$ cat config.mk
export PLATFORM = sky130hd
export DESIGN_NAME = pipe_stage_buf
export DESIGN_NICKNAME = d
export VERILOG_FILES = /design/src/rtl/pipe_pkg.sv /design/src/rtl/pipe_stage_mem.sv /design/src/rtl/pipe_stage_buf.sv
export SDC_FILE = /design/constraint.sdc
export NUM_CORES = 1
export LEC_CHECK = 0
export CORE_AREA = 2 2 81 83
export DETAILED_ROUTE_END_ITERATION = 8
export DIE_AREA = 0 0 83 85
export HOLD_SLACK_MARGIN = 0.03
export PLACE_DENSITY_LB_ADDON = 0.1
export SYNTH_ARGS = -nofsm -noshare
export SYNTH_HDL_FRONTEND = slang
export SYNTH_HIERARCHICAL = 1
export SYNTH_SLANG_ARGS = --single-unit
$ cat constraint.sdc
create_clock -name clk -period 3.63 [get_ports clk]
set_clock_uncertainty 0.05 [all_clocks]
set_input_delay 0.5445 -clock clk [delete_from_list [all_inputs] [get_ports clk]]
set_output_delay 0.5445 -clock clk [all_outputs]
set_load 0.05 [all_outputs]
$ cat src/rtl/pipe_pkg.sv
// Shared constants and types for the pipe_stage_buf slice: default geometry and
// the statistics counter type with its saturating increment.
package pipe_pkg;
    localparam int DEFAULT_WIDTH = 32;
    localparam int DEFAULT_DEPTH = 2;
    localparam int STAT_W        = 32;

    typedef logic [STAT_W-1:0] stat_cnt_t;

    localparam stat_cnt_t STAT_MAX = '1;

    function automatic stat_cnt_t sat_inc(input stat_cnt_t v);
        return (v == STAT_MAX) ? v : v + stat_cnt_t'(1);
    endfunction
endpackage

$ cat src/rtl/pipe_stage_mem.sv
// DEPTH x WIDTH storage for pipe_stage_buf: one synchronous write port and one
// asynchronous read port. Contents are intentionally not reset.
module pipe_stage_mem #(
    parameter int WIDTH = 32,
    parameter int DEPTH = 2,
    parameter int AW    = 1
) (
    input  logic             clk,
    input  logic             we,
    input  logic [AW-1:0]    waddr,
    input  logic [WIDTH-1:0] wdata,
    input  logic [AW-1:0]    raddr,
    output logic [WIDTH-1:0] rdata
);
    logic [WIDTH-1:0] mem [DEPTH];

    always_ff @(posedge clk) begin
        if (we) begin
            mem[waddr] <= wdata;
        end
    end

    assign rdata = mem[raddr];
endmodule

$ cat src/rtl/pipe_stage_buf.sv
// Elastic pipeline buffer (FIFO of DEPTH entries) with synchronous flush.
// Define PIPE_STAGE_BUF_STATS_EN to add saturating stall/flush statistics outputs.
module pipe_stage_buf
    import pipe_pkg::*;
#(
    parameter int WIDTH = DEFAULT_WIDTH,
    parameter int DEPTH = DEFAULT_DEPTH
) (
    input  logic                       clk,
    input  logic                       reset_n,
    input  logic                       flush,
    input  logic                       in_valid,
    output logic                       in_ready,
    input  logic [WIDTH-1:0]           in_data,
    output logic                       out_valid,
    input  logic                       out_ready,
    output logic [WIDTH-1:0]           out_data,
    output logic [$clog2(DEPTH+1)-1:0] count
`ifdef PIPE_STAGE_BUF_STATS_EN
    ,
    output stat_cnt_t                  stat_stall_cnt,
    output stat_cnt_t                  stat_flush_cnt
`endif
);
    localparam int CW = $clog2(DEPTH+1);
    localparam int PW = (DEPTH > 1) ? $clog2(DEPTH) : 1;
    localparam logic [CW-1:0] FULL_CNT = CW'(DEPTH);
    localparam logic [PW-1:0] LAST_PTR = PW'(DEPTH-1);

    logic [PW-1:0]    wr_ptr;
    logic [PW-1:0]    rd_ptr;
    logic [CW-1:0]    occ;
    logic             push;
    logic             pop;
    logic [WIDTH-1:0] head;

    // Handshake: a beat transfers on a rising edge where valid && ready; ready
    // never depends on the same side's valid, and in_ready never sees out_ready.
    assign in_ready  = (occ < FULL_CNT) && !flush;
    assign out_valid = (occ != '0);
    assign push      = in_valid && in_ready;
    assign pop       = out_valid && out_ready;
    assign out_data  = out_valid ? head : '0;
    assign count     = occ;

    pipe_stage_mem #(
        .WIDTH (WIDTH),
        .DEPTH (DEPTH),
        .AW    (PW)
    ) u_mem (
        .clk   (clk),
        .we    (push),
        .waddr (wr_ptr),
        .wdata (in_data),
        .raddr (rd_ptr),
        .rdata (head)
    );

    always_ff @(posedge clk or negedge reset_n) begin
        if (!reset_n) begin
            wr_ptr <= '0;
            rd_ptr <= '0;
            occ    <= '0;
        end else if (flush) begin
            wr_ptr <= '0;
            rd_ptr <= '0;
            occ    <= '0;
        end else begin
            if (push) begin
                wr_ptr <= (wr_ptr == LAST_PTR) ? '0 : wr_ptr + PW'(1);
            end
            if (pop) begin
                rd_ptr <= (rd_ptr == LAST_PTR) ? '0 : rd_ptr + PW'(1);
            end
            case ({push, pop})
                2'b10:   occ <= occ + CW'(1);
                2'b01:   occ <= occ - CW'(1);
                default: occ <= occ;
            endcase
        end
    end

`ifdef PIPE_STAGE_BUF_STATS_EN
    // Flush cycles are counted only when they actually discard something.
    always_ff @(posedge clk or negedge reset_n) begin
        if (!reset_n) begin
            stat_stall_cnt <= '0;
            stat_flush_cnt <= '0;
        end else begin
            if (out_valid && !out_ready) begin
                stat_stall_cnt <= sat_inc(stat_stall_cnt);
            end
            if (flush && out_valid) begin
                stat_flush_cnt <= sat_inc(stat_flush_cnt);
            end
        end
    end
`endif
endmodule

=== Word level (Yosys, flattened, before mapping) ===
Memories as Yosys holds them, arrays and structs flattened.
Cells that the tools add are included.
Widths: inputs -> output; s select.

* Memory bits (writable): 64
* Memories kept: 1
* Bits of input ports: 37
* Bits in registers: 4
* Word-level logic and storage cells: 30
* Output and inout bits: 36

* Reductions and logical operators: 8
* Equal/unequal tests: 2
* Mux-type cells: 11
* Add/sub/neg operators: 4
* Magnitude comparators: 1

{| class="wikitable"
|+ Memory list
! memory !! words !! bits a word !! read ports !! clocked after memory_dff !! wr ports !! line !! source
|-
| u_mem.mem || 2 || 32 || 1 || 0 || 1 || pipe_stage_mem.sv:15 || <nowiki>logic [WIDTH-1:0] mem [DEPTH];</nowiki>
|}

{| class="wikitable"
|+ Operator list
! operator !! number
|-
| $mux 32 || 1
|-
| $mux 1 || 8
|-
| $reduce_bool 2->1 || 3
|-
| $pmux 2 s2 || 1
|-
| $logic_and 1x1->1 || 3
|-
| $reduce_bool 3->1 || 1
|-
| $add 1x1->1 const B || 2
|-
| $add 2x1->2 const B || 1
|-
| $eq 2x1->1 const B || 1
|-
| $eq 2x2->1 const B || 1
|-
| $lt 2x2->1 const B || 1
|-
| $mux 2 || 1
|-
| $sub 2x1->2 const B || 1
|-
| $logic_not 1->1 || 1
|}

=== Logic depth before layout (Yosys ltp) ===
* Depth after elaboration: 6
* Gate-level depth with buffers: 4
* Depth with buffers taken out: 3

=== By module ===
The synthesis kept the hierarchy.

{| class="wikitable"
|+ By module, submodules not included
! module !! times used !! sequential area each (um^2) !! area each (um^2) !! cells an instance
|-
| pipe_stage_mem || 1 || 1921.8 || 2478.6 || 102
|-
| pipe_stage_buf || 1 || 100.1 || 429.2 || 58
|}

=== Least setup slack after synthesis ===
Ideal clock, no wire load.

* Path kind: flip-flop to flip-flop
* Start point: reg occ[1], in the netlist count[1]
* End point: mem u_mem.mem[0][0], enable pin
* Slack: 0.741 ns
* Setup time: 0.425 ns
* Arrival: 2.414 ns
* Clock period less this slack: 2.889 ns
* Data required time: 3.155 ns
* Buffers on the path: 0
* Cell stages (with the launch flop): 4
* Cells stage by stage: dfrtp_1 nand2b_4 nor2_1 nor2b_1

* Cells in the longest elaborated chain, start to end: 5

{| class="wikitable"
|+ RTL lines
! what !! line !! source
|-
| from (decl) || pipe_stage_buf.sv:32 || <nowiki>logic [CW-1:0] occ;</nowiki>
|-
| from (signal assigned) || pipe_stage_buf.sv:76 || <nowiki>2'b10: occ <= occ + CW'(1);</nowiki>
|-
| from (signal assigned) || pipe_stage_buf.sv:77 || <nowiki>2'b01: occ <= occ - CW'(1);</nowiki>
|-
| $lt 2x2->1 || pipe_stage_buf.sv:39 || <nowiki>assign in_ready = (occ < FULL_CNT) && !flush;</nowiki>
|-
| $logic_and 1x1->1 || pipe_stage_buf.sv:39 ||
|-
| $logic_and 1x1->1 || pipe_stage_buf.sv:41 || <nowiki>assign push = in_valid && in_ready;</nowiki>
|-
| named net push || pipe_stage_buf.sv:33 || <nowiki>logic push;</nowiki>
|-
| $mux 1 || pipe_stage_mem.sv:18 || <nowiki>if (we) begin</nowiki>
|-
| $mux 1 (not written as such) || pipe_stage_mem.sv:19 || <nowiki>mem[waddr] <= wdata;</nowiki>
|-
| to (decl) || pipe_stage_mem.sv:15 ||
|}

The timed path passes the listed nets, and every way through them passes these cells.

=== Final worst setup path ===
* Start point: reg rd_ptr
* End point: out out_data[18]

* Cells in the longest elaborated chain, start to end: 2

{| class="wikitable"
|+ RTL lines
! what !! line !! source
|-
| from (decl) || pipe_stage_buf.sv:31 || <nowiki>logic [PW-1:0] rd_ptr;</nowiki>
|-
| from (signal assigned) || pipe_stage_buf.sv:73 || <nowiki>rd_ptr <= (rd_ptr == LAST_PTR) ? '0 : rd_ptr + PW'(1);</nowiki>
|-
| $mem_v2 2x32 || -- ||
|-
| named net head[18] || pipe_stage_buf.sv:35 || <nowiki>logic [WIDTH-1:0] head;</nowiki>
|-
| $mux 32 || pipe_stage_buf.sv:43 || <nowiki>assign out_data = out_valid ? head : '0;</nowiki>
|-
| to (decl) || pipe_stage_buf.sv:17 || <nowiki>output logic [WIDTH-1:0] out_data,</nowiki>
|}

The timed path passes the listed nets, and every way through them passes these cells.

==> summary.txt <==
Outcome
  – Status: complete, no violations

Drt
  – Average vias per placed instance: 4.89
  – Via count: 1574
  – Wire length after detailed routing: 4910 um
  – Routed len/inst: 15.3 um
  – Antenna violation net count after detailed routing: 0
  – Post-detailed-route DRC marker count: 0
  – Number of detailed-route iterations in the first pass: 4
  – Number of DRC markers in iteration 0: 115

Critical path
  – Data required time of the critical path: 3040 ps
  – Maximum fanout along the worst path: 20
  – Kind of end point of the critical path: primary output
  – Crit path launch type: register
  – Arrival time worst endpoint: 2420 ps
  – Critical path class: reg -> out

Timing
  – Number of slew-limit violations in the final report: 0
  – Final critical delay including setup and external delays: 3010 ps
  – Max transition margin: 33.5%
  – Highest attainable clock frequency: 332 MHz
  – Setup violators final: 0
  – Setup_tns: 0 ps
  – RSZ-0062 raised after global routing: false
  – Transition time at the pin with the least slew margin: 995 ps
  – Ratio of final minimum period to clock period: 83.0%
  – Final hold vios: 0

Clock network
  – Count of hold-fix buffers inserted at cts: 0
  – Total clock buffers created by CTS: 9
  – Maximum count of clock buffers along a single path: 2
  – Total number of clock tree sinks: 68
  – Clock tree root driver cell: sky130_fd_sc_hd__clkbuf_8
  – Total of cells resized after clock tree synthesis: 0
  – Insertion delay to the later sink of the worst-skew pair: 330 ps
  – Depth of the CTS H-tree: 3
  – Post-CTS Setup Bufs: 0
  – Clock transition at the registers of the reported paths: 60 ps
  – CTS tree: built

Global routing
  – Vias in the first global route: 1637
  – Overall track demand over capacity in global routing: 14.6%
  – First-pass GRT wire length: 7850 um
  – Antenna violations before repair: 0
  – Total congestion overflow: 0
  – Maximum number of pins on one net before global-route repair: 34

Floorplanning
  – Core area: 6200 um^2
  – Starting Density: 46.9%
  – Site row count: 29
  – Die Outline Area: 7060 um^2
  – Floorplan die height: 85 um
  – Top-level port count: 73
  – Die width: 83 um

Power
  – Total leakage power: 1.38 nW
  – Pwr dens: 496 nW/um^2
  – Maximum ir drop on the vdd rail: 283 uV

Worst hold path
  – Worst hold path type: in -> async

Synthesis
  – Cell area after synthesis: 2910 um^2
  – Mean cell area of the mapped netlist: 18.2 um^2
  – Warnings, synthesis: 6
  – Syn Inst Count: 160
  – Share of the yosys chip area belonging to registers: 69.5%
  – Flop and latch count out of synthesis: 68
  – Distinct cell type count after synthesis: 19
  – Net count after synthesis: 197

Layout
  – Utilization of the core after routing: 62.8%
  – Ant diodes: 0
  – Non-filler instance count after layout: 322
  – Footprint of the flip-flops and latches: 2020 um^2
  – Number of filler cells placed in the layout: 461
  – Ratio of cells with drive above 1 in the final layout: 22.0%
  – Layout-stage area growth over the synthesis result: 34.1%
  – Multi-input logic area: 806 um^2
  – Most frequent cells in the layout: sky130_fd_sc_hd__clkdlybuf4s50_1 (72), sky130_fd_sc_hd__edfxtp_1 (64), sky130_fd_sc_hd__nor2b_1 (34)
  – Most common cell after layout, fill and taps aside: sky130_fd_sc_hd__clkdlybuf4s50_1
  – Total number of nets in the final design: 277

Flow run
  – Count of max-cap constraint violations: 0

Placement
  – DP HPWL: 3230 um
  – Placed cell count: 306
  – Routability Congestion: 0.709
  – I/O Buffers: 72
-- registers in the layout, summed over array words and instances (netlist names) --
name,count
u_mem/mem,64
count,2
rd_ptr,1
wr_ptr,1
-- critical path, stage by stage, from the launching register on --
cell	delay, ps
sky130_fd_sc_hd__dfrtp_2	640
sky130_fd_sc_hd__buf_12	260
sky130_fd_sc_hd__mux2_4	310
sky130_fd_sc_hd__nor2b_1	130
sky130_fd_sc_hd__clkdlybuf4s50_1	730
-- Yosys cell counts (all sizes together) --
library cell,instances,area [um^2]
edfxtp,64,1920
nor2b,35,219
mux2,32,473
buf,7,86.3
nor2,5,18.8
dfrtp,4,100
a21oi,2,10.0
nand2b,2,20.0
o21ai,2,10.0
xor2,2,17.5
a21o,1,7.51
and2,1,6.26
inv,1,3.75
mux2i,1,10.0
nand2,1,3.75
-- worst paths after layout --
| check | depth (start not counted) | startpoint | slack (ps) | endpoint |
|---|---|---|---|---|
| worst max-delay path | 4 | rd_ptr | 620 | out_data[18] |
| worst min register to register | 2 | wr_ptr | 570 | wr_ptr |
| min in group clk | 2 | wr_ptr | 570 | wr_ptr |
| worst min-delay path | 1 | reset_n | 370 | count[1] |
| worst max register to register | 3 | count[1] | 1590 | u_mem/mem[0][22] |
| max in group asynchronous | 1 | reset_n | 2970 | rd_ptr |
-- cells by family (layout without fill, tap and decap cells) --
group	count (synthesis)	after routing	synth area share (%)
AO/OA/AOI/OAI	5	5	0.947
XOR/XNOR	2	2	0.603
buffers and inverters	8	93	3.10
flip-flops	68	68	69.5
multiplexers	33	33	16.6
AND/OR/NAND/NOR	44	44	9.21
-- stage by stage --
stage               power [mW]  instance area, um^2  hold slack [ps]  worst slack, ps
floorplan                 1.19                 2910              199              741
detailed placement        1.31                 3690              564              968
finish                    1.94                 3900              369              615
CTS                       1.96                 3900              362              582
global placement          1.30                 3690              542              973
global route              2.01                 3900              369              517
-- area by class of cell --
cell class,count,share of cell area [%]
well taps,77,2.47
flip-flops and latches,68,51.9
repair buffers,76,19.6
clock inverters,6,2.02
inverters,1,0.0963
multi-input cells,84,20.7
clock buffers,10,3.27
-- metal layers --
layer / global-route usage (%) / routed length (um)
met1: 15.9 / 1980
met2: 25.4 / 2590
met3: 5.35 / 261
met4: 6.71 / 86
met5: 0 / 0
-- power by group --
group          switching, mW  internal [mW]
combinational          0.207          0.170
clock                  0.262          0.381
sequential            0.0188          0.896
total                  0.489           1.45
No activity file was read; power rests on OpenSTA's default activity.
